==> config.mk <==
export PLATFORM = sky130hd
export DESIGN_NAME = fifo_drain
export DESIGN_NICKNAME = d
export VERILOG_FILES = /design/src/rtl/fifo_drain.sv
export SDC_FILE = /design/constraint.sdc
export NUM_CORES = 1
export LEC_CHECK = 0
export CAP_MARGIN = 20
export CORE_UTILIZATION = 52
export CTS_CLUSTER_SIZE = 20
export DETAILED_ROUTE_END_ITERATION = 8
export PLACE_DENSITY = 0.8
export SETUP_SLACK_MARGIN = 0.05
export SLEW_MARGIN = 20
export SYNTH_ARGS = -nofsm -noshare
export SYNTH_HDL_FRONTEND = slang
export SYNTH_SLANG_ARGS = --single-unit
==> constraint.sdc <==
create_clock -name clk -period 4.6 [get_ports clk]
set_input_delay 0.92 -clock clk [delete_from_list [all_inputs] [get_ports clk]]
set_output_delay 0.92 -clock clk [all_outputs]
set_load 0.02 [all_outputs]
==> src/rtl/fifo_drain.sv <==
// fifo_drain: drains COUNT words from a FIFO read port into a valid/ready stream.
// Optional FIFO_DRAIN_STATS_EN adds stat_words, a running count of stream transfers.
module fifo_drain #(
  parameter int WIDTH = 32,
  parameter int CNT_W = 8
) (
  input  logic             clk,
  input  logic             reset,
  input  logic             start,
  input  logic [CNT_W-1:0] count,
  output logic             busy,
  output logic             done,
  output logic             fifo_read,
  input  logic [WIDTH-1:0] fifo_dataout,
  input  logic             fifo_empty,
  output logic             m_valid,
  input  logic             m_ready,
  output logic [WIDTH-1:0] m_data
`ifdef FIFO_DRAIN_STATS_EN
  ,
  output logic [31:0]      stat_words
`endif
);

  typedef enum logic [1:0] {
    S_IDLE,
    S_DRAIN,
    S_FLUSH,
    S_DONE
  } state_t;

  state_t           state_q;
  state_t           state_d;
  logic [CNT_W-1:0] rem_q;
  logic             inflight_q;
  logic [1:0]       occ_q;
  logic [WIDTH-1:0] b0_q;
  logic [WIDTH-1:0] b1_q;

  logic             pop;
  logic             cap;
  logic             rem_nz;
  logic             last_rd;
  logic [2:0]       pend;

  assign pop     = m_valid & m_ready;
  assign cap     = inflight_q;
  assign rem_nz  = (rem_q != '0);
  assign last_rd = (rem_q == CNT_W'(1));
  assign m_valid = (occ_q != 2'd0);
  assign m_data  = b0_q;

  // Words that will still be held after this cycle's pop; the read
  // is only issued while a free slot is guaranteed for its data.
  assign pend = {1'b0, occ_q}
              + {2'b00, inflight_q}
              - {2'b00, pop};

  always_comb begin
    state_d   = state_q;
    fifo_read = 1'b0;
    busy      = 1'b0;
    done      = 1'b0;
    unique case (state_q)
      S_IDLE: begin
        if (start) begin
          if (count == '0) state_d = S_DONE;
          else             state_d = S_DRAIN;
        end
      end
      S_DRAIN: begin
        busy      = 1'b1;
        fifo_read = ~fifo_empty & rem_nz
                  & (pend < 3'd2);
        if (fifo_read && last_rd)
          state_d = S_FLUSH;
      end
      S_FLUSH: begin
        busy = 1'b1;
        if (occ_q == 2'd0 && !inflight_q)
          state_d = S_DONE;
      end
      S_DONE: begin
        done    = 1'b1;
        state_d = S_IDLE;
      end
      default: state_d = S_IDLE;
    endcase
  end

  always_ff @(posedge clk or negedge reset) begin
    if (!reset) begin
      state_q    <= S_IDLE;
      rem_q      <= '0;
      inflight_q <= 1'b0;
    end else begin
      state_q    <= state_d;
      inflight_q <= fifo_read;
      if (state_q == S_IDLE && start)
        rem_q <= count;
      else if (fifo_read)
        rem_q <= rem_q - CNT_W'(1);
    end
  end

  always_ff @(posedge clk or negedge reset) begin
    if (!reset) begin
      occ_q <= 2'd0;
      b0_q  <= '0;
      b1_q  <= '0;
    end else begin
      unique case ({cap, pop})
        2'b11: begin
          if (occ_q == 2'd2) begin
            b0_q <= b1_q;
            b1_q <= fifo_dataout;
          end else begin
            b0_q <= fifo_dataout;
          end
        end
        2'b10: begin
          if (occ_q == 2'd0) b0_q <= fifo_dataout;
          else               b1_q <= fifo_dataout;
          occ_q <= occ_q + 2'd1;
        end
        2'b01: begin
          b0_q  <= b1_q;
          occ_q <= occ_q - 2'd1;
        end
        default: begin
        end
      endcase
    end
  end

`ifdef FIFO_DRAIN_STATS_EN
  always_ff @(posedge clk or negedge reset) begin
    if (!reset)   stat_words <= '0;
    else if (pop) stat_words <= stat_words + 32'd1;
  end
`endif

endmodule

==> impl_metrics.json, run 1 <==
{
  "status": "completed",
  "diodes": 0,
  "port_buffers": 80,
  "critPathSlowestCell": "clkdlybuf4s50_1",
  "grtUsageMet2_pct": 37.9,
  "startpoint_type": "input port",
  "cpPeakStageDelay_ps": 530,
  "detailed_place.area_um2": 4910,
  "cts_sinks": 77,
  "path_cells": "clkdlybuf4s50_1 > o21ai_2 > ha_1 > nand2b_1 > fa_1 > xnor2_1 > nand4b_1 > nor2_1 > dlymetal6s2s_1",
  "timing.rr.start": "occ_q[0]",
  "syn_area_per_cell_um2": 11.1,
  "final.setup.tns_ps": 0,
  "worst_pin_slew_ps": 974,
  "ys_seq_elements": 77,
  "layout_commonest_cell": "clkdlybuf4s50_1",
  "synth_fp_nets": 421,
  "drv_cap": 0,
  "stdcell_area_um2": 5130,
  "fillers": 564,
  "hold_class": "register to register",
  "yosysWarnings": 0,
  "hold_buffers": 0,
  "min_from": "b1_q[19]",
  "max-clock-path-buffers": 2,
  "top_usage_layer": "met2",
  "cts_root_buf": "clkbuf_8",
  "ys_types": 44,
  "nets": 490,
  "die_x_um": 90.5,
  "worstSetupEndpointType": "primary output",
  "total_power_w": 0.00138,
  "hold_viol_final": 0,
  "fin_skew_ps": 6.68,
  "area_delta_synth_final_pct": 25.8,
  "dieArea_um2": 8190,
  "via_per_inst": 6.11,
  "crit_type": "input port to primary output",
  "synthCells": 366,
  "dpl.hpwl_mm": 5.86,
  "rows": 31,
  "path_clk_slew_ps": 80,
  "routed_wl_mm": 9.08,
  "drcViolationCount": 0,
  "htree_levels": 3,
  "crit_path_max_fanout": 4,
  "ant_nets": 0,
  "num_io_pins": 81,
  "grt_max_degree": 78,
  "vias": 3294,
  "crit_start": "m_ready",
  "grt_pass1_vias": 3231,
  "crit_arrival_ps": 3260,
  "grt_pass1_wl_mm": 15.7,
  "synth_edf_count": 0,
  "ys_seq_area_share_pct": 47.3,
  "fp.dieH_um": 90.5,
  "clk_latency_ps": 340,
  "antenna_found_initial": 0,
  "synthArstFlopShare_pct": 100,
  "timing.slew.headroom_pct": 35.0,
  "cts_tree": "yes",
  "core_um2": 7410,
  "crit_family": "buffers and inverters",
  "critical_path_required_ps": 3680,
  "regArea_um2": 1930,
  "met1_usage_pct": 33.3,
  "synth_area_um2": 4070,
  "setup_violations": 0,
  "layout-drive-gt1-share_pct": 13.2,
  "rsz0062_at_grt": "no",
  "layout_common_cells": "clkdlybuf4s50_1 (78), dfrtp_1 (77), nor2_1 (44)",
  "fmax_mhz": 239,
  "drt_iter0_drc": 307,
  "finalCriticalPeriod_ps": 4180,
  "grt_use_total_pct": 23.8,
  "fin_crit_sh_pct": 91.0,
  "max-vdd-ir-drop_v": 0.000203,
  "slew_viol_final": 0,
  "multi_input_area_um2": 1990,
  "p_leak_nw": 2.34,
  "path_buf_inv": 2,
  "dr.pass1.iters": 9,
  "detail_route.wl_per_cell_um": 16.8,
  "cts-buffers-inserted": 9,
  "powerDensity_nw_per_um2": 270,
  "start_util_pct": 55.0,
  "grtUsageMet3_pct": 3.87,
  "routabilityCongestion": 0.863,
  "ys.flop_type": "dfrtp_1",
  "overflow": 0
}
## path summary, 6_finish.rpt
kind / end / slack, ps / cells past startpoint
hold reg to reg: b1_q[19] / 520 / 1
setup reg to reg: rem_q[6] / 1760 / 9
hold / removal: b1_q[19] / 520 / 1
max in group asynchronous: state_q[1] / 3280 / 1
setup / recovery: fifo_read / 420 / 9
min in group asynchronous: b1_q[14] / 730 / 1
## sequential cells by signal, summed over array words and instances, names as in the netlist
name	flops
occ_q	2
b1_q	32
rem_q	8
m_data	32
cap	1
state_q	2
## stage by stage
step	utilization (%)	std cells	hold slack, ps	setup slack [ps]
after floorplan	-	366	473	492
after global placement	66.3	523	481	166
after detailed placement	66.3	523	500	70.0
after CTS	69.2	539	519	54.5
after global routing	69.2	539	533	249
final	69.2	539	517	416
## synthesized netlist by cell type (all sizes together), types with 8 or more instances
cell	n	area share, %
a21oi	32	3.9
a222oi	31	7.6
a31oi	10	1.5
buf	18	2.6
clkbuf	10	0.92
dfrtp	77	47
ha	9	2.8
inv	8	0.74
mux2	63	17
nand3	8	1.1
nor2	44	4.1
o21ai	8	1.4
## kinds of logic after synthesis
logic type | after synthesis | share of synthesized area (%)
AO/OA/AOI/OAI | 92 | 16.6
flip-flops | 77 | 47.3
AND/OR/NAND/NOR | 84 | 10.2
multiplexers | 65 | 17.9
adder cells (fa/ha/maj) | 10 | 3.26
buffers and inverters | 36 | 4.30
XOR/XNOR | 2 | 0.430
## routing by layer
layer	vias up	part of all wire, %
li1	1536	-
met1	1607	45
met2	141	48
met3	10	6.4
met4	0	1.3
met5	-	0
## timing repair
item / CTS / global route
setup endpoints to repair: 0 / 1
buffers inserted: 0 / 0
resized for setup: 0 / 1
## power breakdown
group | internal [W] | total (W) | switching, W
Sequential | 0.000691 | 0.000699 | 0.00000803
Combinational | 0.0000792 | 0.000148 | 0.0000687
Clock | 0.000295 | 0.000536 | 0.000241
Total | 0.00106 | 0.00138 | 0.000318
## final cells by class
class,count,area share (%)
repair buffers,86,16.5
multi-input cells,253,38.8
inverters,8,0.586
clock inverters,3,0.830
flip-flops and latches,77,37.6
clock buffers,13,3.30
well taps,99,2.42
(Power assumes the default switching activity.)
==> inputs of run 2 (changes only) <==
--- a/config.mk
+++ b/config.mk
@@ -9,9 +9,11 @@
 export CORE_UTILIZATION = 52
 export CTS_CLUSTER_SIZE = 20
 export DETAILED_ROUTE_END_ITERATION = 8
+export GPL_TIMING_DRIVEN = 0
 export PLACE_DENSITY = 0.8
+export REMOVE_ABC_BUFFERS = 1
 export SETUP_SLACK_MARGIN = 0.05
-export SLEW_MARGIN = 20
+export SLEW_MARGIN = 10
 export SYNTH_ARGS = -nofsm -noshare
 export SYNTH_HDL_FRONTEND = slang
 export SYNTH_SLANG_ARGS = --single-unit
==> impl_metrics.json, run 2 (synthesis gave the netlist of run 1 again) <==
{
  "status": "completed",
  "drt_iter0_drc": 269,
  "num_io_pins": 81,
  "routabilityCongestion": 0.842,
  "clk_latency_ps": 350,
  "antenna_found_initial": 0,
  "path_cells": "clkdlybuf4s50_1 > o21ai_2 > ha_4 > nand2b_1 > fa_1 > xnor2_1 > nand4b_1 > nor2_1 > clkbuf_2",
  "die_x_um": 90.5,
  "fmax_mhz": 226,
  "crit_family": "adder cells",
  "core_um2": 7410,
  "layout_commonest_cell": "clkdlybuf4s50_1",
  "layout_common_cells": "clkdlybuf4s50_1 (78), dfrtp_1 (77), nor2_1 (44)",
  "p_leak_nw": 2.34,
  "vias": 3340,
  "timing.slew.headroom_pct": 40.8,
  "cts-buffers-inserted": 9,
  "nets": 490,
  "critPathSlowestCell": "clkdlybuf4s50_1",
  "setup_ws_ps": 180,
  "cts_sinks": 77,
  "cpPeakStageDelay_ps": 530,
  "grt_pass1_wl_mm": 15.8,
  "fp.dieH_um": 90.5,
  "drcViolationCount": 0,
  "critical_path_required_ps": 3680,
  "fin_crit_sh_pct": 96.1,
  "ant_nets": 0,
  "max-clock-path-buffers": 2,
  "via_per_inst": 6.20,
  "grt_max_degree": 51,
  "crit_type": "input port to primary output",
  "setup_violations": 0,
  "post-route-util_pct": 70.3,
  "finalCriticalPeriod_ps": 4420,
  "fillers": 529,
  "rsz0062_at_grt": "no",
  "powerDensity_nw_per_um2": 271,
  "area_delta_synth_final_pct": 27.8,
  "routed_wl_mm": 9.59,
  "layout-drive-gt1-share_pct": 13.4,
  "crit_path_max_fanout": 21,
  "hold_class": "input port to async pin",
  "worst_pin_slew_ps": 886,
  "fin_skew_ps": 10.4,
  "diodes": 0,
  "path_clk_slew_ps": 90,
  "drv_cap": 0,
  "grt_use_total_pct": 24.3,
  "max-vdd-ir-drop_v": 0.000130,
  "start_util_pct": 55.0,
  "cts_tree": "yes",
  "cts_root_buf": "clkbuf_8",
  "htree_levels": 3,
  "path_buf_inv": 2,
  "grt_pass1_vias": 3249,
  "worstSetupEndpointType": "primary output",
  "dieArea_um2": 8190,
  "crit_arrival_ps": 3500,
  "port_buffers": 80,
  "dpl.hpwl_mm": 6.21,
  "rows": 31,
  "slew_viol_final": 0,
  "place_ws_ps": -948,
  "overflow": 0,
  "hold_viol_final": 0,
  "dr.pass1.iters": 8,
  "detail_route.wl_per_cell_um": 17.8,
  "startpoint_type": "input port"
}
==> run 2: cell count changes in the layout (fill, tap and decap cells not counted), sizes merged <==
cell          previous run  this run
clkbuf                  13        12
clkinvlp                 1         2
bufinv                   1         2
dlymetal6s2s             1         0
clkinv                   1         0
inv                      8         9
==> run 2: layer usage <==
| metal | share of wire (%) | GRT usage [%] | up-vias |
|---|---|---|---|
| li1 | - | - | 1545 |
| met1 | 42 | 30.9 | 1650 |
| met2 | 50 | 41.9 | 130 |
| met3 | 5.7 | 3.96 | 15 |
| met4 | 1.4 | 8.20 | 0 |
| met5 | 0 | 0 | - |
==> run 2: metrics by stage <==
stage	instance area [µm²]	std cells	hold WS, ps	TNS [ps]	power [W]
floorplan	3930	338	473	0	0.000764
global placement	4850	517	484	-23330	0.000856
detailed placement	4960	521	502	-948	0.000864
CTS	5210	539	489	0	0.00142
global route	5210	539	503	0	0.00146
finish	5210	539	484	0	0.00141
==> run 2: report_power, final <==
group	internal [W]	total [W]	switching (W)
logic	0.0000818	0.000153	0.0000711
clock network	0.000308	0.000562	0.000254
registers	0.000691	0.000698	0.00000785
==> run 2: repair_timing <==
item | 4_1_cts | 5_1_grt
resized for setup | 2 | 2
hold buffers | 0 | 0
setup endpoints to repair | 1 | 1
setup buffers | 2 | 0
pin swaps | 2 | 0
==> run 2: final cells by class <==
class | instances | area [µm²] | share of cell area (%)
clock buffers | 11 | 131 | 2.52
inverters | 8 | 30.0 | 0.577
multi-input cells | 253 | 2010 | 38.5
repair buffers | 86 | 906 | 17.4
well taps | 99 | 124 | 2.38
flip-flops and latches | 77 | 1930 | 37.0
clock inverters | 5 | 83.8 | 1.61
==> run 2: worst register-to-register path, cell delays in order (launching register included) <==
cell	delay [ps]
dfrtp_1	500
o21ai_2	420
ha_4	360
nand2b_1	210
fa_1	420
xnor2_1	240
nand4b_1	180
buf_4	220
or4_1	470
a31oi_1	180
==> run 2: path summary, 6_finish.rpt <==
kind                            startpoint        end  slack (ps)  depth (start not counted)
worst max-delay path               m_ready  fifo_read         180                          9
worst min-delay path                 reset    b1_q[4]         480                          1
worst max register to register    occ_q[1]   rem_q[6]        1330                          9
worst min register to register    b1_q[19]   b1_q[19]         520                          1
max in group asynchronous            reset   rem_q[6]        3540                          2
min in group clk                  b1_q[19]   b1_q[19]         520                          1
